`src/rtl/board_pkg.sv`:
```
// Shared widths, colour codes and enums for the board RAM scheduler.
package board_pkg;

  localparam int unsigned ADDR_W = 15;
  localparam int unsigned DATA_W = 3;
  localparam int unsigned DEPTH  = 32768;

  localparam logic [DATA_W-1:0] EMPTY = 3'd0;
  localparam logic [DATA_W-1:0] P1    = 3'd1;
  localparam logic [DATA_W-1:0] P2    = 3'd2;
  localparam logic [DATA_W-1:0] P3    = 3'd4;
  localparam logic [DATA_W-1:0] P4    = 3'd6;
  localparam logic [DATA_W-1:0] CRASH = 3'd7;

  typedef enum logic [1:0] {TAG_NONE, TAG_GAME, TAG_DRAW} req_tag_e;
  typedef enum logic [1:0] {IDLE, CLEAR, DONE} clr_state_e;

endpackage

```
`src/rtl/board_clear_sweep.sv`:
```
// Board-clear sequencer: walks every cell address once and pulses done afterwards.
module board_clear_sweep
  import board_pkg::*;
#(
  parameter int unsigned ADDR_W         = board_pkg::ADDR_W,
  parameter int unsigned DEPTH          = board_pkg::DEPTH,
  parameter bit          CLEAR_ON_RESET = 1'b1
) (
  input  logic              clk_i,
  input  logic              reset_i,
  input  logic              clear_start_i,
  output logic              idle_o,
  output logic              busy_o,
  output logic              done_o,
  output logic [ADDR_W-1:0] clr_addr_o
);

  // One extra bit so DEPTH == 2**ADDR_W still reaches the terminal count.
  localparam int unsigned      CNT_W = ADDR_W + 1;
  localparam logic [CNT_W-1:0] LAST  = CNT_W'(DEPTH - 1);

  clr_state_e       state_q;
  logic [CNT_W-1:0] clr_addr_q;
  logic             done_q;

  always_ff @(posedge clk_i) begin
    if (reset_i) begin
      state_q    <= CLEAR_ON_RESET ? CLEAR : IDLE;
      clr_addr_q <= '0;
      done_q     <= 1'b0;
    end else begin
      done_q <= 1'b0;
      unique case (state_q)
        IDLE: begin
          if (clear_start_i) begin
            state_q    <= CLEAR;
            clr_addr_q <= '0;
          end
        end
        CLEAR: begin
          clr_addr_q <= clr_addr_q + CNT_W'(1);
          if (clr_addr_q == LAST) begin
            state_q <= DONE;
            done_q  <= 1'b1;
          end
        end
        DONE:    state_q <= IDLE;
        default: state_q <= IDLE;
      endcase
    end
  end

  assign idle_o     = (state_q == IDLE);
  assign busy_o     = (state_q == CLEAR);
  assign done_o     = done_q;
  assign clr_addr_o = clr_addr_q[ADDR_W-1:0];

endmodule

```
`src/rtl/board_ram_scheduler.sv`:
```
// Single-port board RAM owner: clear sweep, game/draw arbitration and read-tag return.
module board_ram_scheduler
  import board_pkg::*;
#(
  parameter int unsigned ADDR_W         = board_pkg::ADDR_W,
  parameter int unsigned DATA_W         = board_pkg::DATA_W,
  parameter int unsigned DEPTH          = board_pkg::DEPTH,
  parameter bit          CLEAR_ON_RESET = 1'b1,
  parameter int unsigned STARVE_MAX     = 8
) (
  input  logic              CLOCK_50,
  input  logic              reset,
  input  logic              clear_start,
  output logic              clear_busy,
  output logic              clear_done,
  input  logic              g_req,
  input  logic              g_we,
  input  logic [ADDR_W-1:0] g_addr,
  input  logic [DATA_W-1:0] g_wdata,
  output logic              g_gnt,
  output logic              g_rvalid,
  output logic [DATA_W-1:0] g_rdata,
  input  logic              d_req,
  input  logic [ADDR_W-1:0] d_addr,
  output logic              d_gnt,
  output logic              d_rvalid,
  output logic [DATA_W-1:0] d_rdata,
  output logic [ADDR_W-1:0] ram_address,
  output logic [DATA_W-1:0] ram_data,
  output logic              ram_wren,
  input  logic [DATA_W-1:0] ram_q
);

  localparam int unsigned      STV_W   = $clog2(STARVE_MAX + 1);
  localparam logic [STV_W-1:0] STV_LIM = STV_W'(STARVE_MAX);

  logic              clr_idle;
  logic [ADDR_W-1:0] clr_addr;
  logic              arb_en;
  logic              d_force;
  logic [STV_W-1:0]  starve_q, starve_d;
  req_tag_e          tag_q, tag_d;
  logic              g_rvalid_q, d_rvalid_q;
  logic [ADDR_W-1:0] ram_addr_q, ram_addr_d;
  logic [DATA_W-1:0] ram_data_q, ram_data_d;
  logic              ram_wren_q, ram_wren_d;

  board_clear_sweep #(
    .ADDR_W         (ADDR_W),
    .DEPTH          (DEPTH),
    .CLEAR_ON_RESET (CLEAR_ON_RESET)
  ) u_sweep (
    .clk_i         (CLOCK_50),
    .reset_i       (reset),
    .clear_start_i (clear_start),
    .idle_o        (clr_idle),
    .busy_o        (clear_busy),
    .done_o        (clear_done),
    .clr_addr_o    (clr_addr)
  );

  // Game wins by default; a draw that has lost STARVE_MAX times in a row wins once.
  assign arb_en  = clr_idle & ~reset;
  assign d_force = (starve_q == STV_LIM);
  assign g_gnt   = arb_en & g_req & ~(d_req & d_force);
  assign d_gnt   = arb_en & d_req & (~g_req | d_force);

  always_comb begin
    ram_addr_d = ram_addr_q;
    ram_data_d = ram_data_q;
    ram_wren_d = 1'b0;
    tag_d      = TAG_NONE;
    starve_d   = starve_q;
    if (clear_busy) begin
      ram_addr_d = clr_addr;
      ram_data_d = '0;
      ram_wren_d = 1'b1;
    end else if (g_gnt) begin
      ram_addr_d = g_addr;
      ram_data_d = g_wdata;
      ram_wren_d = g_we;
      tag_d      = g_we ? TAG_NONE : TAG_GAME;
    end else if (d_gnt) begin
      ram_addr_d = d_addr;
      tag_d      = TAG_DRAW;
    end
    if (d_gnt) begin
      starve_d = '0;
    end else if (d_req && (starve_q != STV_LIM)) begin
      starve_d = starve_q + STV_W'(1);
    end
  end

  // Tag stage 1 rides with ram_address, stage 2 lines up with ram_q.
  always_ff @(posedge CLOCK_50) begin
    if (reset) begin
      ram_addr_q <= '0;
      ram_data_q <= '0;
      ram_wren_q <= 1'b0;
      starve_q   <= '0;
      tag_q      <= TAG_NONE;
      g_rvalid_q <= 1'b0;
      d_rvalid_q <= 1'b0;
    end else begin
      ram_addr_q <= ram_addr_d;
      ram_data_q <= ram_data_d;
      ram_wren_q <= ram_wren_d;
      starve_q   <= starve_d;
      tag_q      <= tag_d;
      g_rvalid_q <= (tag_q == TAG_GAME);
      d_rvalid_q <= (tag_q == TAG_DRAW);
    end
  end

  assign ram_address = ram_addr_q;
  assign ram_data    = ram_data_q;
  assign ram_wren    = ram_wren_q;
  assign g_rvalid    = g_rvalid_q;
  assign d_rvalid    = d_rvalid_q;
  assign g_rdata     = ram_q;
  assign d_rdata     = ram_q;

endmodule

```
`config.mk`:
```
export PLATFORM = sky130hd
export DESIGN_NAME = board_ram_scheduler
export DESIGN_NICKNAME = d
export VERILOG_FILES = /design/src/rtl/board_pkg.sv /design/src/rtl/board_clear_sweep.sv /design/src/rtl/board_ram_scheduler.sv
export SDC_FILE = /design/constraint.sdc
export NUM_CORES = 1
export LEC_CHECK = 0
export ABC_AREA = 1
export ABC_CLOCK_PERIOD_IN_PS = 1440
export BUFFER_PORTS_ARGS = -buffer_cell sky130_fd_sc_hd__buf_4
export CAP_MARGIN = 30
export CORE_MARGIN = 2
export CORE_UTILIZATION = 47
export DETAILED_ROUTE_END_ITERATION = 10
export PLACE_DENSITY = 0.76
export SKIP_LAST_GASP = 1
export SYNTH_ARGS = -nofsm -noshare
export SYNTH_HDL_FRONTEND = slang
export SYNTH_SLANG_ARGS = --single-unit
```
`constraint.sdc`:
```
create_clock -name CLOCK_50 -period 1.44 [get_ports CLOCK_50]
set_input_delay 0.144 -clock CLOCK_50 [delete_from_list [all_inputs] [get_ports CLOCK_50]]
set_output_delay 0.144 -clock CLOCK_50 [all_outputs]
set_load 0.02 [all_outputs]
```
## After elaboration in Yosys (flattened, before gate mapping)

Cells that the tools add are included.

- Register bits after elaboration: 46
- Output and inout bits: 31

- Add/sub/neg operators: 2
- Eq/ne operators: 8
- Muxes and demuxes: 14
- Bitwise gates (word level): 11
- Reduce and logical (&&, ||, !) cells: 9

Operators by type and width:

| cell | count |
|---|---|
| $mux 15 | 3 |
| $pmux 16 s2 | 1 |
| $add 16x1->16 const B | 1 |
| $eq 16x15->1 const B | 1 |
| $mux 16 | 1 |
| $mux 2 | 4 |
| $and 1x1->1 | 6 |
| $reduce_or 2->1 | 3 |
| $add 4x1->4 const B | 1 |
| $eq 2x1->1 const B | 2 |
| $eq 4x4->1 const B | 1 |
| $mux 1 | 4 |
| $ne 4x4->1 const B | 1 |
| $not 1->1 | 4 |
| $pmux 2 s2 | 1 |
| $reduce_and 2->1 | 2 |
| $reduce_bool 3->1 | 1 |
| $eq 2x2->1 const B | 1 |
| $logic_not 2->1 | 1 |
| $ne 2x1->1 const B | 1 |
| $ne 2x2->1 const B | 1 |
| $reduce_bool 2->1 | 1 |
| $logic_and 1x1->1 | 1 |
| $or 1x1->1 | 1 |

## Depth between registers and ports, before layout

Gate-level depths: netlist of run 1.

- Depth in word-level cells: 7
- Gate-level depth with buffers: 11

## Modules after synthesis

Synthesis of run 1 repeated with hierarchy kept, for this count alone.

- Cell total of the unflattened synthesis: 427
- Area total of the unflattened synthesis: 2,771.4 um^2

By module, submodules not included:

| module | times used | cells each | area an instance (um^2) | sequential area each (um^2) |
|---|---|---|---|---|
| board_ram_scheduler | 1 | 246 | 1,561.5 | 540.5 |
| board_clear_sweep | 1 | 181 | 1,209.9 | 380.4 |

## Worst setup path before layout of run 1

OpenSTA, ideal clock, no wires.

- Path kind: flip-flop to flip-flop
- From: reg starve_q[0]
- To: reg ram_addr_q[5] (netlist: ram_address[5])
- Library setup time: 0.064 ns
- Arrival time: 1.309 ns
- Path slack: 0.067 ns
- Cell stages (with the launch flop): 11
- Buffers on the path: 1
- Period minus slack after synthesis: 1.373 ns
- Path through: dfxtp_1 inv_1 ha_1 nand3_2 nand2_1 nand2_4 nand3_4 buf_6 nand2_1 nor2_1 nor2_1

- Word-level cells in the longest chain between the ends: 6

Ends and longest elaborated chain:

| element | line | source |
|---|---|---|
| start: declaration | board_ram_scheduler.sv:41 | `logic [STV_W-1:0] starve_q, starve_d;` |
| start signal: assignment | board_ram_scheduler.sv:108 | `starve_q <= starve_d;` |
| $eq 4x4->1 (*) | board_ram_scheduler.sv:64 | `assign d_force = (starve_q == STV_LIM);` |
| $and 1x1->1 | board_ram_scheduler.sv:65 | `assign g_gnt = arb_en & g_req & ~(d_req & d_force);` |
| $not 1->1 | board_ram_scheduler.sv:65 |  |
| $and 1x1->1 | board_ram_scheduler.sv:65 |  |
| $mux 15 | board_ram_scheduler.sv:78 | `end else if (g_gnt) begin` |
| $mux 15 | board_ram_scheduler.sv:74 | `if (clear_busy) begin` |
| end signal: assignment | board_ram_scheduler.sv:105 | `ram_addr_q <= ram_addr_d;` |
| end: declaration | board_ram_scheduler.sv:44 | `logic [ADDR_W-1:0] ram_addr_q, ram_addr_d;` |

Every way passes the cells marked *; elsewhere a longest branch is shown, timed or not.
A chain may end at the register's enable or synchronous reset.

## Worst setup path after layout of run 1

- From: reg starve_q[0]
- To: out d_gnt

- Word-level cells in the longest chain between the ends: 3

Ends and longest elaborated chain:

| element | line | source |
|---|---|---|
| $eq 4x4->1 | board_ram_scheduler.sv:64 |  |
| $or 1x1->1 | board_ram_scheduler.sv:66 | `assign d_gnt = arb_en & d_req & (~g_req \| d_force);` |
| $and 1x1->1 | board_ram_scheduler.sv:66 |  |
| end: declaration | board_ram_scheduler.sv:25 | `output logic d_gnt,` |

Every way passes these cells.

==> flow_summary_export.csv, run 1 <==
group,metric,value,unit
pwr,p_int,1.76,mW
worst_setup_path,crit_required,1.30,ns
yosys,syn_avg_cell_area,6.45,um2
placement,port_buffers,63,
pwr,p_sw_share,25.1,%
sta,setup_viol_count_final,7,
finish,drive_gt1_share,31.0,%
die,initial_core_util,49.6,%
worst_setup_path,regToRegStartpoint,"starve_q[0]",
sta,fmax,0.665,GHz
clocking,ctsLongestPathBuffers,2,
pwr,p_sw,588,uW
yosys,ys_warn_count,0,
pwr,seqPwrFrac,55.4,%
die,core_area,5200,um2
pwr,irDropWorstVdd,0.425,mV
worst_setup_path,worstRegToRegCells,10,
detailed_routing,ant_nets,0,
finish,final_area,3570,um2
global_route,antenna_found_initial,0,
pwr,power.leakage,1.67,nW
sta,post-route-period-util,104,%
placement,place_area,3190,um2
sta,slew_headroom,77.7,%
yosys,synth_ff_type,"dfxtp_1",
clocking,cts_sinks,46,
worst_setup_path,cp.arrival,1.36,ns
placement,place.gp.congestion,0.887,
worst_hold_path,hold_path.class,"primary input to flip-flop",
finish,fin_util,68.7,%
placement,place_hpwl,4760,um
yosys,ys_seq_elements,46,
sta,finalHoldViolCount,0,
clocking,ctsRootBufferMaster,"clkbuf_8",
yosys,synth.top_cell.area_share,35.7,%
finish,syn2layout_area_growth,38.4,%
detailed_routing,drc,0,
flow_run,maxCapViolCount,0,
worst_hold_path,hp-start,"g_wdata[2]",
die,ios,73,
sta,fin_crit,1.50,ns
yosys,ys_seq_area_share,35.7,%
worst_setup_path,cp-end-kind,"output port",
worst_hold_path,min_to,"ram_data[2]",
worst_setup_path,worstPathMaxFanout,2,
sta,worst_pin_slew,0.335,ns
detailed_routing,vias,2813,
worst_setup_path,r2r_end,"ram_address[8]",
yosys,synth-async-reset-ratio,0,%
die,die_h,78.1,um
yosys,synth_top_area_cell,"dfxtp_1",
sta,setup_slack,-0.0638,ns
worst_hold_path,holdPathStages,3,
global_route,first_global_vias,2554,
yosys,yosysMostFrequentCell,"nand2_1",
sta,finalSetupTns,-0.225,ns
clocking,cts_tree,"yes",
worst_setup_path,path_class,"flip-flop to output port",
worst_setup_path,rrSetupSlack,-0.05,ns
yosys,ys_types,28,
global_route,track_usage,23.4,%
yosys,synth_fp_nets,445,
clocking,cts_htree_levels,2,
clocking,cts_buffers,5,
sta,skew,0.00950,ns
detailed_routing,wl,7620,um
yosys,ys_top_cells_by_count,"nand2_1, nor2_1, dfxtp_1, inv_1, nand3_1",
die,rows,26,
detailed_routing,vias_per_cell,5.11,
run_status,status,"complete, but fails checks",
pwr,power_frac_clock,34.4,%
global_route,grt_overflow,0,
yosys,synth_cells,400,
detailed_routing,dr.pass1.iters,6,
finish,num_antenna_cells,0,
pwr,power_density,656,nW/um2
detailed_routing,routedWlPerCell,13.8,um
finish,finalNetCount,525,
yosys,synth_area,2580,um2
global_route,grt_pass1_wl,11600,um
sta,rsz0062_at_grt,"yes",
pwr,combPwrFrac,10.2,%
worst_setup_path,critPathLaunchType,"flip-flop",
clocking,clkLatencyLatePin,0.30,ns
yosys,synth_area_leaders,"dfxtp_1, nand2_1, nor2_1",
die,die_w,78.1,um
run_status,violations,"negative setup slack",
global_route,grt_max_degree,35,
die,dieArea,6100,um2
detailed_routing,drt_iter0_drc,215,
clocking,clk_pin_slew,0.09,ns
yosys,synth_edf_count,0,
sta,drv_slew,0,
==> cells in the final DEF, fill, tap and decap left out, types with 8 or more instances in the layout <==
cell type / synthesis / layout
nand2_2: 2 / 8
inv_1: 42 / 38
a21oi_1: 17 / 17
nor2_2: 5 / 9
nand2_1: 124 / 115
nor2_1: 55 / 46
nand4_1: 20 / 20
nand3_1: 30 / 29
buf_4: 9 / 83
dfxtp_1: 46 / 41
==> kinds of logic (layout without fill, tap and decap cells) <==
group,count (synthesis),after routing,share of synthesized area [%]
simple gates,251,252,43.2
compound gates,29,29,5.87
fa+ha+maj,3,3,1.45
xor+xnor,2,2,0.679
buf+inv,69,149,13.1
flops,46,46,35.7
==> cell type report <==
| type | count | area [um2] |
|---|---|---|
| clock inverters | 3 | 21.3 |
| clock buffers | 5 | 68.8 |
| flip-flops and latches | 46 | 930 |
| well taps | 70 | 87.6 |
| repair buffers | 95 | 826 |
| fillers | 448 | 1630 |
| inverters | 46 | 183 |
| multi-input cells | 286 | 1460 |
==> critical path, cell delays in order (launching register included) <==
cell	delay (ns)
dfxtp_2	0.33
inv_2	0.07
ha_4	0.16
nand3_4	0.08
nand2_4	0.09
nand2_4	0.06
buf_12	0.13
clkinv_4	0.03
buf_6	0.10
==> flip-flops by register name, summed over array words and instances, names as in the netlist <==
signal	cells
ram_address	15
u_sweep.clr_addr_q	16
ram_data	3
tag_q	2
d_rvalid	1
u_sweep.state_q	2
starve_q	4
u_sweep.done_o	1
g_rvalid	1
ram_wren	1
==> repair_timing <==
item / CTS / global route
resized for setup: 22 / 34
cloned: 1 / 2
setup endpoints to repair: 3 / 32
pin swaps: 7 / 19
hold endpoints to repair: 1 / 0
hold buffers: 1 / 0
buffers inserted: 6 / 0
==> worst max path at each step <==
stage | start | to
global route | starve_q[0] | ram_address[8]
detailed placement | u_sweep.clr_addr_q[0] | u_sweep.clr_addr_q[14]
CTS | starve_q[1] | d_gnt
floorplan | starve_q[0] | ram_address[5]
global placement | u_sweep.clr_addr_q[0] | u_sweep.clr_addr_q[14]
finish | starve_q[0] | d_gnt
==> through the flow <==
stage | hold WS (ns) | worst slack, ns | instances | power, mW
finish | 0.0879 | -0.0638 | 551 | 2.34
global route | 0.0888 | -0.128 | 551 | 2.44
CTS | 0.0839 | -0.0577 | 549 | 2.35
detailed placement | 0.288 | 0.0266 | 533 | 1.54
global placement | 0.288 | 0.0588 | 533 | 1.54
floorplan | 0.216 | 0.0666 | 400 | 1.44
==> power groups by stage <==
stage | clock, mW | combinational, mW | sequential [mW]
2_1_floorplan | 0 | 0.102 | 1.34
3_3_place_gp | 0 | 0.213 | 1.33
3_5_place_dp | 0 | 0.213 | 1.33
4_1_cts | 0.823 | 0.229 | 1.30
5_1_grt | 0.879 | 0.259 | 1.30
6_report | 0.807 | 0.239 | 1.30
==> routing by layer <==
layer	routed length, um	vias to the layer above	GRT usage, %	part of all wire, %
met2	3640	105	39.6	48
met1	3380	1273	30.2	44
met5	0	-	0	0
li1	-	1420	-	-
met4	138	0	8.25	1.8
met3	456	15	3.91	6.0
Note: power is estimated with default switching activity, not from simulation.
==> run 2, diff against run 1 <==
--- a/config.mk
+++ b/config.mk
@@ -6,13 +6,13 @@
 export NUM_CORES = 1
 export LEC_CHECK = 0
 export ABC_AREA = 1
-export ABC_CLOCK_PERIOD_IN_PS = 1440
-export BUFFER_PORTS_ARGS = -buffer_cell sky130_fd_sc_hd__buf_4
+export ABC_CLOCK_PERIOD_IN_PS = 1780
 export CAP_MARGIN = 30
 export CORE_MARGIN = 2
-export CORE_UTILIZATION = 47
+export CORE_UTILIZATION = 65
 export DETAILED_ROUTE_END_ITERATION = 10
-export PLACE_DENSITY = 0.76
+export DONT_BUFFER_PORTS = 1
+export PLACE_DENSITY = 0.81
 export SKIP_LAST_GASP = 1
 export SYNTH_ARGS = -nofsm -noshare
 export SYNTH_HDL_FRONTEND = slang
==> constraint.sdc (replaced) <==
create_clock -name CLOCK_50 -period 1.78 [get_ports CLOCK_50]
set_input_delay 0.178 -clock CLOCK_50 [delete_from_list [all_inputs] [get_ports CLOCK_50]]
set_output_delay 0.178 -clock CLOCK_50 [all_outputs]
set_load 0.02 [all_outputs]
==> run 2 against run 1 <==
The flow now finishes without violations. Combinational power shrank 67%. Clock-buffer cell count is the same. Total power fell by 18%. Core utilization rose by 4.5 points. Clock skew fell by 0.0026 ns. Sequential power fell by 18%. Via count decreased by 11%. Critical path depth shrank 3.
==> flow_summary_export.csv, run 2 (synthesis gave the netlist of run 1 again) <==
group,metric,value,unit
finish,regMostFlops,"u_sweep.clr_addr_q",
worst_setup_path,crit_slowest_cell,"dfxtp_1",
detailed_routing,vias_per_cell,5.55,
clocking,cts_tree,"yes",
clocking,clk_pin_slew,0.09,ns
worst_setup_path,cp_cell_sequence,"inv_1, ha_1, nand4_2, nand2_4, inv_4",
sta,finalHoldViolCount,0,
clocking,clkLatencyLatePin,0.30,ns
die,core_area,3740,um2
finish,syn2layout_area_growth,6.11,%
sta,finalSetupTns,0,ns
die,die_h,67.0,um
sta,rsz0062_at_grt,"no",
pwr,power_density,701,nW/um2
worst_setup_path,path_class,"flip-flop to output port",
detailed_routing,met1_length,2470,um
global_route,first_global_vias,2164,
sta,skew,0.00689,ns
sta,slew_headroom,77.2,%
sta,drv_slew,0,
detailed_routing,drt_iter0_drc,235,
sta,setup_viol_count_final,0,
worst_hold_path,hold_path.class,"primary input to flip-flop",
sta,worst_pin_slew,0.341,ns
global_route,grt_max_degree,32,
clocking,ctsLongestPathBuffers,2,
placement,post-place-cells,434,
placement,place.gp.congestion,0.873,
clocking,ctsRootBufferMaster,"clkbuf_8",
global_route,grt_overflow,0,
worst_setup_path,critPathLaunchType,"flip-flop",
worst_setup_path,worstPathMaxFanout,20,
global_route,grt_pass1_wl,9690,um
detailed_routing,routedWlPerCell,13.7,um
die,dieArea,4490,um2
clocking,cts_sinks,46,
die,ios,73,
detailed_routing,dr.pass1.iters,5,
finish,num_antenna_cells,0,
finish,fin_util,73.2,%
worst_setup_path,cp.arrival,1.50,ns
detailed_routing,dr_wl_met2,3010,um
finish,final_common_cell,"nand2_1",
finish,seq_area,921,um2
placement,place_hpwl,4400,um
finish,largest_reg_flops,16,
clocking,cts_htree_levels,2,
detailed_routing,ant_nets,0,
worst_setup_path,crit_required,1.60,ns
die,rows,22,
flow_run,maxCapViolCount,0,
worst_setup_path,cp-end-kind,"output port",
die,die_w,67.0,um
detailed_routing,top_layer,"met4",
die,initial_core_util,69.0,%
sta,whs,0.0161,ns
pwr,irDropWorstVdd,0.547,mV
worst_setup_path,slowest_delay,0.39,ns
finish,multiInputGateArea,1320,um2
global_route,antenna_found_initial,0,
detailed_routing,vias,2497,
run_status,status,"complete, no violations",
detailed_routing,wl_met3,611,um
sta,fin_crit,1.68,ns
finish,drive_gt1_share,9.95,%
global_route,track_usage,28.0,%
finish,layout_common_cells,"nand2_1, nor2_1, dfxtp_1",
finish,instances_no_fill,450,
sta,post-route-period-util,94.4,%
detailed_routing,drc,0,
clocking,cts_buffers,5,
sta,fmax,0.595,GHz
finish,nFillCells,324,
detailed_routing,wl,6170,um
pwr,power.leakage,1.23,nW
finish,finalNetCount,446,
placement,port_buffers,0,
## run 2: final cells by class
class                   instances  share of cell area (%)
multi-input cells             285                    48.2
flip-flops and latches         46                    33.6
inverters                      46                    6.49
repair buffers                 17                    5.30
clock buffers                   5                    2.51
well taps                      48                    2.19
clock inverters                 3                    1.64
## run 2: power breakdown
part / switching (mW) / internal, mW / total [mW]
registers: 0.0194 / 1.04 / 1.06
clock network: 0.362 / 0.418 / 0.780
logic: 0.0482 / 0.0298 / 0.0780
total: 0.430 / 1.49 / 1.92
## run 2: metal layers
layer	track usage, %	vias up
met1	35.3	1115
met4	8.67	0
li1	-	1262
met3	7.26	11
met5	0	-
met2	46.3	109
## run 2: through the flow
step	worst slack [ns]	power (mW)	instance area (um2)
2_1_floorplan	0.407	1.16	2580
3_3_place_gp	0.180	1.15	2560
3_5_place_dp	0.121	1.16	2560
4_1_cts	0.000754	1.93	2690
5_1_grt	0.0193	1.97	2740
6_report	0.0994	1.92	2740
## run 2: what timing repair did
item | 4_1_cts | 5_1_grt
resized for setup | 0 | 2
hold endpoints to repair | 7 | 0
hold buffers | 2 | 0
buffers inserted | 0 | 6
endpoints found under the setup margin | 0 | 4
## run 2: worst max-delay path, delay by kind of cell, from the launching register on
family | cells | cell delay, ns
flops | 1 | 0.39
buf+inv | 2 | 0.31
simple gates | 2 | 0.26
fa+ha+maj | 1 | 0.23
## run 2: final timing paths
path | startpoint | to | slack [ns] | cells after the start
max | starve_q[0] | g_gnt | 0.1 | 5
min | g_wdata[0] | ram_data[0] | 0.02 | 2
max reg2reg | starve_q[0] | ram_address[2] | 0.15 | 9
min reg2reg | tag_q[1] | g_rvalid | 0.42 | 1
==> run 3, diff against run 2 <==
--- a/config.mk
+++ b/config.mk
@@ -5,7 +5,6 @@
 export SDC_FILE = /design/constraint.sdc
 export NUM_CORES = 1
 export LEC_CHECK = 0
-export ABC_AREA = 1
 export ABC_CLOCK_PERIOD_IN_PS = 1780
 export CAP_MARGIN = 30
 export CORE_MARGIN = 2
==> run 3 against run 2 <==
Critical path type unchanged. Global-route usage rose by 1.8 points. Critical endpoint unchanged. Largest power group unchanged. Synthesized cell count fell by 34%. Sequential power barely moved. Highest routed layer unchanged. Final cell count fell by 28%. Non-clock buffer count rose by 15. Area after synthesis fell by 11%. First-iteration DRC count fell by 10%. Total power fell by 15%. Die area fell by 11%. Combinational power rose by 42%.
==> flow_summary_export.csv, run 3 <==
group,metric,value,unit
pwr,p_total,1.63,mW
yosys,synth_mux_area_share,9.78,%
worst_setup_path,critPathLaunchType,"flip-flop",
detailed_routing,vias_per_cell,6.28,
detailed_routing,routedWlPerCell,17.9,um
pwr,power_density,629,nW/um2
yosys,ys_seq_area_share,40.2,%
yosys,synth_ff_type,"dfxtp_1",
die,dieArea,4020,um2
clocking,cts_buffers,5,
global_route,grt_overflow,0,
clocking,ctsRootBufferMaster,"clkbuf_4",
yosys,ys_top_cells_by_count,"dfxtp_1, nand2_1, o21ai_0, mux2i_1, and2_1",
worst_setup_path,crit_required,1.60,ns
die,initial_core_util,68.1,%
sta,slew_headroom,47.3,%
die,die_w,63.4,um
detailed_routing,dr_wl_met2,2820,um
die,die_h,63.4,um
clocking,cts_sinks,46,
detailed_routing,vias,2048,
worst_hold_path,hp-start,"g_wdata[2]",
worst_setup_path,cp.arrival,1.59,ns
worst_setup_path,worstPathMaxFanout,3,
sta,whs,0.0357,ns
worst_setup_path,slowest_delay,0.34,ns
sta,finalSetupTns,0,ns
placement,post-place-cells,305,
flow_run,maxCapViolCount,0,
clocking,clkLatencyLatePin,0.34,ns
placement,place_area,2360,um2
placement,place_hpwl,3630,um
finish,layout_common_cells,"dfxtp_1, nand2_1, buf_4",
die,ios,73,
finish,syn2layout_area_growth,13.1,%
pwr,irDropWorstVdd,0.502,mV
finish,num_antenna_cells,0,
worst_setup_path,path_class,"flip-flop to output port",
sta,fin_crit,1.76,ns
worst_setup_path,crit_start,"starve_q[0]",
worst_setup_path,cp-end-kind,"output port",
finish,finalNetCount,325,
placement,place_ws,0.0908,ns
worst_setup_path,cp_cell_sequence,"inv_2, ha_4, nand3b_1, o2111ai_4, buf_12, inv_4, buf_6",
yosys,synth-simple-area-share,23.3,%
clocking,cts_htree_levels,2,
detailed_routing,met1_length,2540,um
sta,rsz0062_at_grt,"yes",
worst_setup_path,regToRegStartpoint,"starve_q[0]",
detailed_routing,wl_met3,440,um
clocking,ctsLongestPathBuffers,2,
placement,port_buffers,0,
die,core_area,3360,um2
yosys,ys_warn_count,0,
detailed_routing,top_layer,"met4",
global_route,grt_pass1_wl,9400,um
clocking,cts_tree,"yes",
yosys,yosysMostFrequentCell,"dfxtp_1",
pwr,power.leakage,1.06,nW
finish,regMostFlops,"u_sweep.clr_addr_q",
yosys,yosys.area_share.adder,1.64,%
detailed_routing,ant_nets,0,
yosys,synth_cells,266,
worst_setup_path,rrSetupSlack,0.06,ns
sta,fmax,0.567,GHz
yosys,synth_compound_area_share,16.8,%
sta,finalHoldViolCount,0,
clocking,clk_pin_slew,0.12,ns
sta,setup_slack,0.0165,ns
worst_setup_path,crit_slowest_cell,"dfxtp_2",
yosys,synth_fp_nets,311,
finish,largest_reg_flops,16,
yosys,ys_types,46,
finish,fin_util,77.0,%
yosys,synth_top_family_by_area,"simple AND/OR/NAND/NOR gates",
global_route,grt_max_degree,31,
yosys,syn_avg_cell_area,8.61,um2
sta,post-route-period-util,99.1,%
yosys,ys_seq_elements,46,
detailed_routing,dr.pass1.iters,5,
die,rows,21,
sta,worst_pin_slew,0.788,ns
worst_setup_path,path_buf_inv,4,
detailed_routing,wl,5830,um
finish,final_area,2590,um2
finish,final_common_cell,"dfxtp_1",
sta,drv_slew,0,
yosys,synth_area,2290,um2
finish,drive_gt1_share,20.0,%
global_route,antenna_found_initial,0,
yosys,synth_area_leaders,"dfxtp_1, mux2i_1, and2_1",
placement,place.gp.congestion,0.872,
yosys,synth_top_area_cell,"dfxtp_1",
yosys,synth_xor_area_share,0.765,%
run_status,status,"complete, no violations",
sta,setup_viol_count_final,0,
detailed_routing,drc,0,
yosys,synth-async-reset-ratio,0,%
worst_hold_path,hold_path.class,"primary input to flip-flop",
global_route,track_usage,29.8,%
yosys,synth.top_cell.area_share,40.2,%
worst_setup_path,cpLargestDelayFamily,"buffers and inverters",
detailed_routing,drt_iter0_drc,211,
sta,skew,0.00685,ns
yosys,synth_edf_count,0,
finish,instances_no_fill,326,
global_route,first_global_vias,1905,
==> run 3: cell types whose count changed after synthesis, sizes merged, moves of 4 or more <==
cell	previous run	this run
nand2	128	26
nor2	61	12
inv	46	8
nand3	32	8
mux2i	0	19
and2	0	16
a31oi	0	15
clkbuf	4	15
nand4	21	10
o21ai	9	20
buf	19	10
a21oi	17	13
==> run 3: logic make-up after synthesis <==
family                     after synthesis
AOI/OAI and AO/OA                       63
xor gates and xnor gates                 2
adders and majority gates                3
buffers and inverters                   33
DFF                                     46
muxes                                   22
and+or+nand+nor                         97
==> run 3: final timing paths <==
check,cells past startpoint,endpoint
hold reg to reg,1,u_sweep.clr_addr_q[13]
setup reg to reg,8,ram_data[1]
hold / removal,2,ram_data[2]
setup / recovery,7,g_gnt
==> run 3: per-layer routing <==
metal	track usage [%]	vias up
met5	0	-
met4	8.97	0
met3	7.86	6
met2	47.0	87
met1	40.0	971
li1	-	984
==> run 3: timing repair <==
action	CTS	global route
cloned	1	0
setup endpoints to repair	2	20
resized for setup	10	8
buffers inserted	6	2
pin swaps	2	2
hold endpoints to repair	24	20
hold buffers	5	1
==> run 3: where the power goes <==
| group | internal [mW] | switching (mW) | total, mW |
|---|---|---|---|
| combinational | 0.0526 | 0.0579 | 0.111 |
| clock | 0.143 | 0.311 | 0.454 |
| sequential | 1.05 | 0.0175 | 1.06 |
==> run 3: worst reg2reg max path, cell delays in order (launching register included) <==
cell       delay, ns
dfxtp_2         0.34
inv_2           0.07
ha_4            0.12
nand3b_1        0.16
o2111ai_4       0.26
buf_4           0.15
buf_6           0.16
mux2i_1         0.24
nor3_1          0.08
==> run 3: cell type report <==
class                      count  area (um2)
multi-input combinational    187        1250
sequential                    46         923
fill                         244         773
timing repair buffer          32         283
tap                           46        57.6
clock buffer                   5        37.5
inverter                       8        32.5
clock inverter                 2        10.0
